--- src/rtl/rc4_result_collector.sv ---
// Collects per-core status from the rc4_cracker array into one search result:
// start sequencing, lowest-index find arbitration, exhaustion and elapsed count.
module rc4_result_collector #(
    parameter int NUM_CORES = 4,
    parameter int KEY_W     = 24,
    parameter int CNT_W     = 32,
    parameter int IDX_W     = (NUM_CORES > 1) ? $clog2(NUM_CORES) : 1
) (
    input  logic                       clk,
    input  logic                       reset_n,
    input  logic                       start,
    input  logic                       pause,
    input  logic [NUM_CORES-1:0]       core_ready,
    input  logic [NUM_CORES-1:0]       core_finish,
    input  logic [NUM_CORES-1:0]       core_failure,
    input  logic [NUM_CORES*KEY_W-1:0] core_key,
    output logic                       stop,
    output logic                       busy,
    output logic                       found,
    output logic                       exhausted,
    output logic [KEY_W-1:0]           win_key,
    output logic [IDX_W-1:0]           win_index,
    output logic [NUM_CORES-1:0]       win_onehot,
    output logic [KEY_W-1:0]           display_key,
    output logic [CNT_W-1:0]           elapsed
);

    typedef enum logic [1:0] {
        IDLE      = 2'd0,
        RUN       = 2'd1,
        FOUND     = 2'd2,
        EXHAUSTED = 2'd3
    } state_t;

    state_t                 r_state;
    logic                   r_start_q;
    logic                   r_stop;
    logic                   r_busy;
    logic                   r_found;
    logic                   r_exhausted;
    logic [KEY_W-1:0]       r_win_key;
    logic [IDX_W-1:0]       r_win_index;
    logic [NUM_CORES-1:0]   r_win_onehot;
    logic [CNT_W-1:0]       r_elapsed;

    logic                   w_start_rise;
    logic                   w_all_ready;
    logic                   w_any_finish;
    logic                   w_all_fail;
    logic [IDX_W-1:0]       w_fin_idx;
    logic [KEY_W-1:0]       w_fin_key;
    logic [NUM_CORES-1:0]   w_fin_onehot;

    assign w_start_rise = start & ~r_start_q;
    assign w_all_ready  = &core_ready;
    assign w_any_finish = |core_finish;
    assign w_all_fail   = &core_failure;

    // Scan from the top down so the lowest set finish index is the last write.
    always_comb begin
        w_fin_idx    = '0;
        w_fin_key    = '0;
        w_fin_onehot = '0;
        for (int unsigned i = NUM_CORES; i > 0; i--) begin
            if (core_finish[i-1]) begin
                w_fin_idx           = IDX_W'(i - 1);
                w_fin_key           = core_key[(i-1)*KEY_W +: KEY_W];
                w_fin_onehot        = '0;
                w_fin_onehot[i-1]   = 1'b1;
            end
        end
    end

    always_ff @(posedge clk or negedge reset_n) begin
        if (!reset_n) begin
            r_state      <= IDLE;
            r_start_q    <= 1'b1;
            r_stop       <= 1'b0;
            r_busy       <= 1'b0;
            r_found      <= 1'b0;
            r_exhausted  <= 1'b0;
            r_win_key    <= '0;
            r_win_index  <= '0;
            r_win_onehot <= '0;
            r_elapsed    <= '0;
        end else begin
            r_start_q <= start;
            case (r_state)
                RUN: begin
                    if (w_any_finish) begin
                        r_state      <= FOUND;
                        r_busy       <= 1'b0;
                        r_found      <= 1'b1;
                        r_stop       <= 1'b1;
                        r_win_key    <= w_fin_key;
                        r_win_index  <= w_fin_idx;
                        r_win_onehot <= w_fin_onehot;
                    end else if (w_all_fail) begin
                        r_state     <= EXHAUSTED;
                        r_busy      <= 1'b0;
                        r_exhausted <= 1'b1;
                        r_stop      <= 1'b1;
                    end else if (!pause && (r_elapsed != '1)) begin
                        r_elapsed <= r_elapsed + 1'b1;
                    end
                end
                default: begin
                    if (w_start_rise && w_all_ready) begin
                        r_state      <= RUN;
                        r_busy       <= 1'b1;
                        r_found      <= 1'b0;
                        r_exhausted  <= 1'b0;
                        r_stop       <= 1'b0;
                        r_win_key    <= '0;
                        r_win_index  <= '0;
                        r_win_onehot <= '0;
                        r_elapsed    <= '0;
                    end
                end
            endcase
        end
    end

    assign stop        = r_stop;
    assign busy        = r_busy;
    assign found       = r_found;
    assign exhausted   = r_exhausted;
    assign win_key     = r_win_key;
    assign win_index   = r_win_index;
    assign win_onehot  = r_win_onehot;
    assign elapsed     = r_elapsed;
    assign display_key = (r_state == FOUND) ? r_win_key : core_key[KEY_W-1:0];

endmodule
--- config.mk ---
export PLATFORM = sky130hd
export DESIGN_NAME = rc4_result_collector
export DESIGN_NICKNAME = d
export VERILOG_FILES = /design/src/rtl/rc4_result_collector.sv
export SDC_FILE = /design/constraint.sdc
export NUM_CORES = 1
export LEC_CHECK = 0
export BUFFER_PORTS_ARGS = -buffer_cell sky130_fd_sc_hd__buf_2
export CAP_MARGIN = 25
export CORE_MARGIN = 2
export CORE_UTILIZATION = 50
export DETAILED_ROUTE_END_ITERATION = 12
export GPL_TIMING_DRIVEN = 0
export HOLD_SLACK_MARGIN = 0.03
export PLACE_DENSITY = 0.86
export SETUP_SLACK_MARGIN = 0.02
export SYNTH_ARGS = -nofsm -noshare
export SYNTH_HDL_FRONTEND = slang
export SYNTH_SLANG_ARGS = --single-unit
--- constraint.sdc ---
create_clock -name clk -period 7 [get_ports clk]
set_clock_uncertainty 0.2 [all_clocks]
set_input_delay 1.4 -clock clk [delete_from_list [all_inputs] [get_ports clk]]
set_output_delay 1.4 -clock clk [all_outputs]
set_load 0.03 [all_outputs]
==> reports/qor.yml, run 1 <==
outcome: "finished clean"
synth_area_per_cell_um2: 9.285
antenna_found_initial: 0
grt_max_degree: 69
ys_seq_elements: 68
power.total_mw: 1.873
rsz0062_at_grt: "false"
crit_chain: "nor2b_1 > clkbuf_1 > clkbuf_1 > mux2_2 > buf_2"
setup_viol: 0
cellPowerDensity_mw_per_mm2: 343.6
met1_usage_pct: 44.59
arrival_ps: 2440
h-tree-depth: 3
worst-setup-path-type: "reg2out"
grt_pass1_vias: 4322
dpl.cell_count: 749
cts_setup_buffers: 0
clk_latency_ps: 350
hold_viol: 0
core_mm2: 0.008093
initial_core_util_pct: 50.71
dr_total_vias: 4843
drt_iter0_markers: 390
postRouteAntennaNets: 0
ys_seq_area_share_pct: 41.49
synth_top_cells_by_area: "dfrtp_1 41%, mux2_2 6.6%, a22o_1 5.3%"
cts_buffer_depth: 2
yosysWarningCount: 0
die_y_um: 94.60
yosysMostFrequentCell: "dfrtp_1"
final_nets: 768
rows: 33
drc: 0
required_ps: 5400
overflow: 0
drive_gt1_share_pct: 39.85
drv_cap: 0
crit_buf_inv: 3
netlist_instances: 442
yosysTopAreaCell: "dfrtp_1"
synth_ff_type: "dfrtp_1"
synth_edf_count: 0
period_share_pct: 57.73
critPathTopFamily: "buffers and inverters"
fp.dieArea_mm2: 0.008948
grt_use_total_pct: 31.26
path_clk_slew_ps: 70
drt-wirelength-per-cell_um: 19.06
cts_resized: 0
place_congestion: 0.8876
pre_cts_slack_ps: 3197
cts_buffers: 9
hpwlAfterDp_mm: 10.68
cp_slowest_cell: "clkbuf_1"
relSlewSlack_pct: 34.34
met2_usage_pct: 47.32
busiest_layer: "met2"
antenna_cells: 0
endpoint_kind: "primary output"
syn_to_final_growth_pct: 32.84
cts_hold_buf: 0
slew_violations: 0
layoutNonFillerInstCount: 765
synth_area_mm2: 0.004104
synth.distinct_cells: 54
crit_path_start_kind: "register"
cts_tree: "built"
async_reset_ff_share_pct: 100.0
critical_path.max_fanout: 10
chipWidth_um: 94.60
wl_mm: 14.58
fmax_mhz: 247.5
io_pins: 202
portBuffers: 201
fin_crit_ps: 4041
worst_slack_ps: 2959
grt_pass1_wl_mm: 21.91
ir_drop_v: 0.0002801
slowest_delay_ps: 580
cts_root_buf: "clkbuf_8"
crit_top_cell: "clkbuf_1"
worst_pin_slew_ps: 976.8
synth_common_cells: "67 x dfrtp_1, 49 x nor2_1, 28 x nand2_1"
cts.sinks: 68
final_util_pct: 67.36
tns_ps: 0
drtPass1Iterations: 8
power_leakage_nw: 2.607
syn_nets: 555
viasPerCell: 6.331
hold_class: "reg2reg"
synth_top_area_share_pct: 40.85
grtUsageMet3_pct: 5.188
num-fill-cells: 692
[cell families (layout without fill, tap and decap cells)]
group	after synthesis	after routing	share of synthesized area [%]
AO/OA/AOI/OAI	149	149	26.71
adder cells (fa/ha/maj)	1	1	0.3048
multiplexers	28	28	7.561
AND/OR/NAND/NOR	155	155	19.33
buffers and inverters	41	259	4.603
flip-flops	68	68	41.49
[cell type report]
cell class                      instances  area, um2  share of cell area [%]
Multi-Input combinational cell        333       2212                   40.58
Sequential cell                        68       1703                   31.24
Timing Repair Buffer                  202       1013                   18.59
Buffer                                 33      158.9                   2.915
Clock buffer                           12      155.1                   2.846
Tap cell                              105      131.4                   2.410
Clock inverter                          4      47.55                  0.8722
Inverter                                8      30.03                  0.5508
[report_power, final]
group          internal, mW  switching, mW  total [mW]
clock                 0.183          0.153       0.336
sequential            0.492         0.0893       0.581
combinational         0.330          0.626       0.956
[worst paths after layout]
path                            start              to  slack (ps)  cells past startpoint
setup / recovery                 stop  display_key[3]        2960                      5
hold / removal              exhausted       exhausted         290                      2
setup reg to reg           elapsed[0]     elapsed[30]        4100                      7
hold reg to reg             exhausted       exhausted         290                      2
max in group asynchronous     reset_n     elapsed[11]        5050                      1
min in group asynchronous     reset_n     elapsed[17]         970                      1
[worst register-to-register path, delay by kind of cell (launching register included)]
family                   cells  cell delay [ps]
flip-flops                   1              450
adder cells (fa/ha/maj)      1              240
buffers and inverters        1              420
AND/OR/NAND/NOR              2              910
AO/OA/AOI/OAI                3              570
[cells in the final DEF (no fill, tap or decap), types with 5 or more instances in the layout]
cell type,count
o22ai_1,24
nand2_1,28
a21oi_1,16
a22o_1,25
clkbuf_8,11
o21ai_0,14
o311ai_0,6
nor2_1,49
a31oi_1,6
nor3_1,7
dfrtp_1,67
nor4_1,5
nand3_1,18
buf_2,204
inv_1,7
o31ai_1,7
mux2_2,24
a221oi_1,24
nand4_1,12
clkbuf_1,24
or2_2,6
o41ai_1,6
a21o_1,6
or4_1,6
[state kept, by name, summed over array words and instances, names as in the netlist]
name	count
busy	1
elapsed	32
exhausted	1
found	1
r_start_q	1
r_state	1
stop	1
win_index	2
win_key	24
win_onehot	4
[metrics by stage]
step / hold slack (ps) / area [um2]
5_1_grt: 330.8 / 5451
3_5_place_dp: 274.5 / 5249
2_1_floorplan: 304.7 / 4104
3_3_place_gp: 267.6 / 5241
4_1_cts: 294.7 / 5451
6_report: 289.0 / 5451
[metal layers]
| metal | vias up | part of all wire, % |
|---|---|---|
| met3 | 48 | 8.7 |
| met5 | - | 0 |
| li1 | 2155 | - |
| met2 | 297 | 47 |
| met1 | 2343 | 41 |
| met4 | 0 | 3.2 |
Power figures use the tool's default switching activity.
==> run 2, diff against run 1 <==
--- a/config.mk
+++ b/config.mk
@@ -8,11 +8,11 @@
 export BUFFER_PORTS_ARGS = -buffer_cell sky130_fd_sc_hd__buf_2
 export CAP_MARGIN = 25
 export CORE_MARGIN = 2
-export CORE_UTILIZATION = 50
+export CORE_UTILIZATION = 47
 export DETAILED_ROUTE_END_ITERATION = 12
 export GPL_TIMING_DRIVEN = 0
 export HOLD_SLACK_MARGIN = 0.03
-export PLACE_DENSITY = 0.86
+export PLACE_DENSITY = 0.82
 export SETUP_SLACK_MARGIN = 0.02
 export SYNTH_ARGS = -nofsm -noshare
 export SYNTH_HDL_FRONTEND = slang
==> constraint.sdc (replaced) <==
create_clock -name clk -period 4 [get_ports clk]
set_clock_uncertainty 0.2 [all_clocks]
set_input_delay 0.8 -clock clk [delete_from_list [all_inputs] [get_ports clk]]
set_output_delay 0.8 -clock clk [all_outputs]
set_load 0.03 [all_outputs]
==> run 2 against run 1 <==
Effect of this change: sequential share of layout area is 0.23 points lower; non-clock buffer count stayed put; count of clock-buffer cells in the layout is 2 lower; cell count is 0.39% higher; worst hold slack better by 9.4 ps; sequential cell count stayed put; critical path depth stayed put; first-iteration DRC count is 6.9% higher; global-route usage is 2.0 points lower; via count is 2.2% lower; power is 80% higher; final area is 0.73% higher.
==> reports/qor.yml, run 2 (synthesis results as in run 1) <==
viasPerCell: 6.169  # was 6.331
grt_max_degree: 69  # unchanged
portBuffers: 201  # unchanged
antenna_found_initial: 0  # unchanged
io_pins: 202  # unchanged
worst_pin_slew_ps: 1061  # was 976.8 ps
syn_to_final_growth_pct: 33.81  # was 32.84%
grt_pass1_wl_mm: 22.66  # was 21.91 mm
multi_input_area_mm2: 0.002212  # unchanged
relSlewSlack_pct: 28.68  # was 34.34%
tns_ps: 0  # unchanged
drtPass1Iterations: 5  # was 8
crit_path_start_kind: "register"  # unchanged
cts_buffer_depth: 2  # unchanged
drc: 0  # unchanged
drv_cap: 0  # unchanged
critical_path.max_fanout: 10  # unchanged
hold_viol: 0  # unchanged
rows: 34  # was 33
drt-wirelength-per-cell_um: 18.54  # was 19.06 um
chipWidth_um: 97.45  # was 94.60 um
endpoint_kind: "primary output"  # unchanged
arrival_ps: 2420  # was 2440 ps
initial_core_util_pct: 47.76  # was 50.71%
ir_drop_v: 0.0005804  # was 0.0002801 V
postRouteAntennaNets: 0  # unchanged
final_common_cell: "buf_2"  # unchanged
cts_setup_buffers: 0  # unchanged
cts_resized: 0  # unchanged
seqCellArea_mm2: 0.001703  # unchanged
setup_viol: 0  # unchanged
overflow: 0  # unchanged
hpwlAfterDp_mm: 10.59  # was 10.68 mm
hold_class: "reg2reg"  # unchanged
cts_tree: "built"  # unchanged
cts_hold_buf: 0  # unchanged
antenna_cells: 0  # unchanged
fin_crit_ps: 3422
required_ps: 3000  # was 5400 ps
rsz0062_at_grt: "false"  # unchanged
largest_reg_flops: 32  # unchanged
cts_buffers: 9  # unchanged
grt_pass1_vias: 4540  # was 4322
drt_iter0_markers: 417  # was 390
worst-setup-path-type: "reg2out"  # unchanged
place_area_mm2: 0.005253  # was 0.005249 mm2
period_share_pct: 85.54
fmax_mhz: 292.3
cts.sinks: 68  # unchanged
path_clk_slew_ps: 70  # about the same
place_congestion: 0.9525  # was 0.8876
final_nets: 768  # unchanged
outcome: "finished clean"  # unchanged
num-fill-cells: 740  # was 692
wl_mm: 14.24  # was 14.58 mm
clk_latency_ps: 350  # about the same
core_mm2: 0.008593  # was 0.008093 mm2
grt_use_total_pct: 29.22  # was 31.26%
drive_gt1_share_pct: 39.85  # unchanged
cellPowerDensity_mw_per_mm2: 614.5  # was 343.6 mW/mm2
layout_common_cells: "204 x buf_2, 67 x dfrtp_1, 49 x nor2_1, 28 x nand2_1, 25 x a22o_1"  # unchanged
dr_total_vias: 4738  # was 4843
finalInstanceArea_mm2: 0.005492  # was 0.005451 mm2
slew_violations: 0  # unchanged
die_y_um: 97.45  # was 94.60 um
h-tree-depth: 3  # unchanged
fp.dieArea_mm2: 0.009496  # was 0.008948 mm2
power_leakage_nw: 2.621  # was 2.607 nW
cts_root_buf: "clkbuf_8"  # unchanged
-- run 2: final timing paths --
check | from | end | slack, ps | depth (start not counted)
worst max-delay path | stop | display_key[10] | 580 | 5
worst min-delay path | win_onehot[1] | win_onehot[1] | 300 | 2
worst max register to register | elapsed[0] | elapsed[28] | 1030 | 7
worst min register to register | win_onehot[1] | win_onehot[1] | 300 | 2
max in group asynchronous | reset_n | elapsed[12] | 2670 | 1
min in group asynchronous | reset_n | win_key[3] | 370 | 1
-- run 2: layer usage --
layer	share of wire [%]	global-route usage [%]	up-vias
met1	41	40.68	2293
met3	8.4	7.194	34
li1	-	-	2150
met2	48	44.35	261
met5	0	0	-
met4	2.5	10.90	0
-- run 2: layout make-up --
cell class / count / share of cell area [%]
plain buffers: 33 / 2.894
clock buffers: 10 / 2.324
clock inverters: 6 / 2.028
inverters: 8 / 0.5468
multi-input cells: 333 / 40.28
flip-flops and latches: 68 / 31.01
well taps: 108 / 2.461
repair buffers: 202 / 18.46
-- run 2: per-stage QoR --
stage | util (%) | power [mW] | hold slack (ps) | instances | setup WS (ps)
after global placement | 61.04 | 2.651 | 261.2 | 751 | 643.8
final | 63.91 | 3.375 | 298.4 | 768 | 578.3
after global routing | 63.91 | 3.526 | 317.3 | 768 | 463.1
after floorplan | - | 2.148 | 304.4 | 442 | 1280
after detailed placement | 61.12 | 2.677 | 275.5 | 752 | 800.6
after CTS | 63.91 | 3.373 | 296.7 | 768 | 612.9
-- run 2: power breakdown --
group,switching [mW],total (mW),internal (mW)
combinational,1.09,1.66,0.576
sequential,0.161,1.02,0.860
clock,0.277,0.692,0.415
total,1.52,3.37,1.85
-- run 2: worst max-delay path, stage by stage, from the launching register on --
cell	delay (ps)
dfrtp_1	420
nor2b_1	150
clkbuf_1	350
clkbuf_1	540
mux2_2	420
buf_2	180
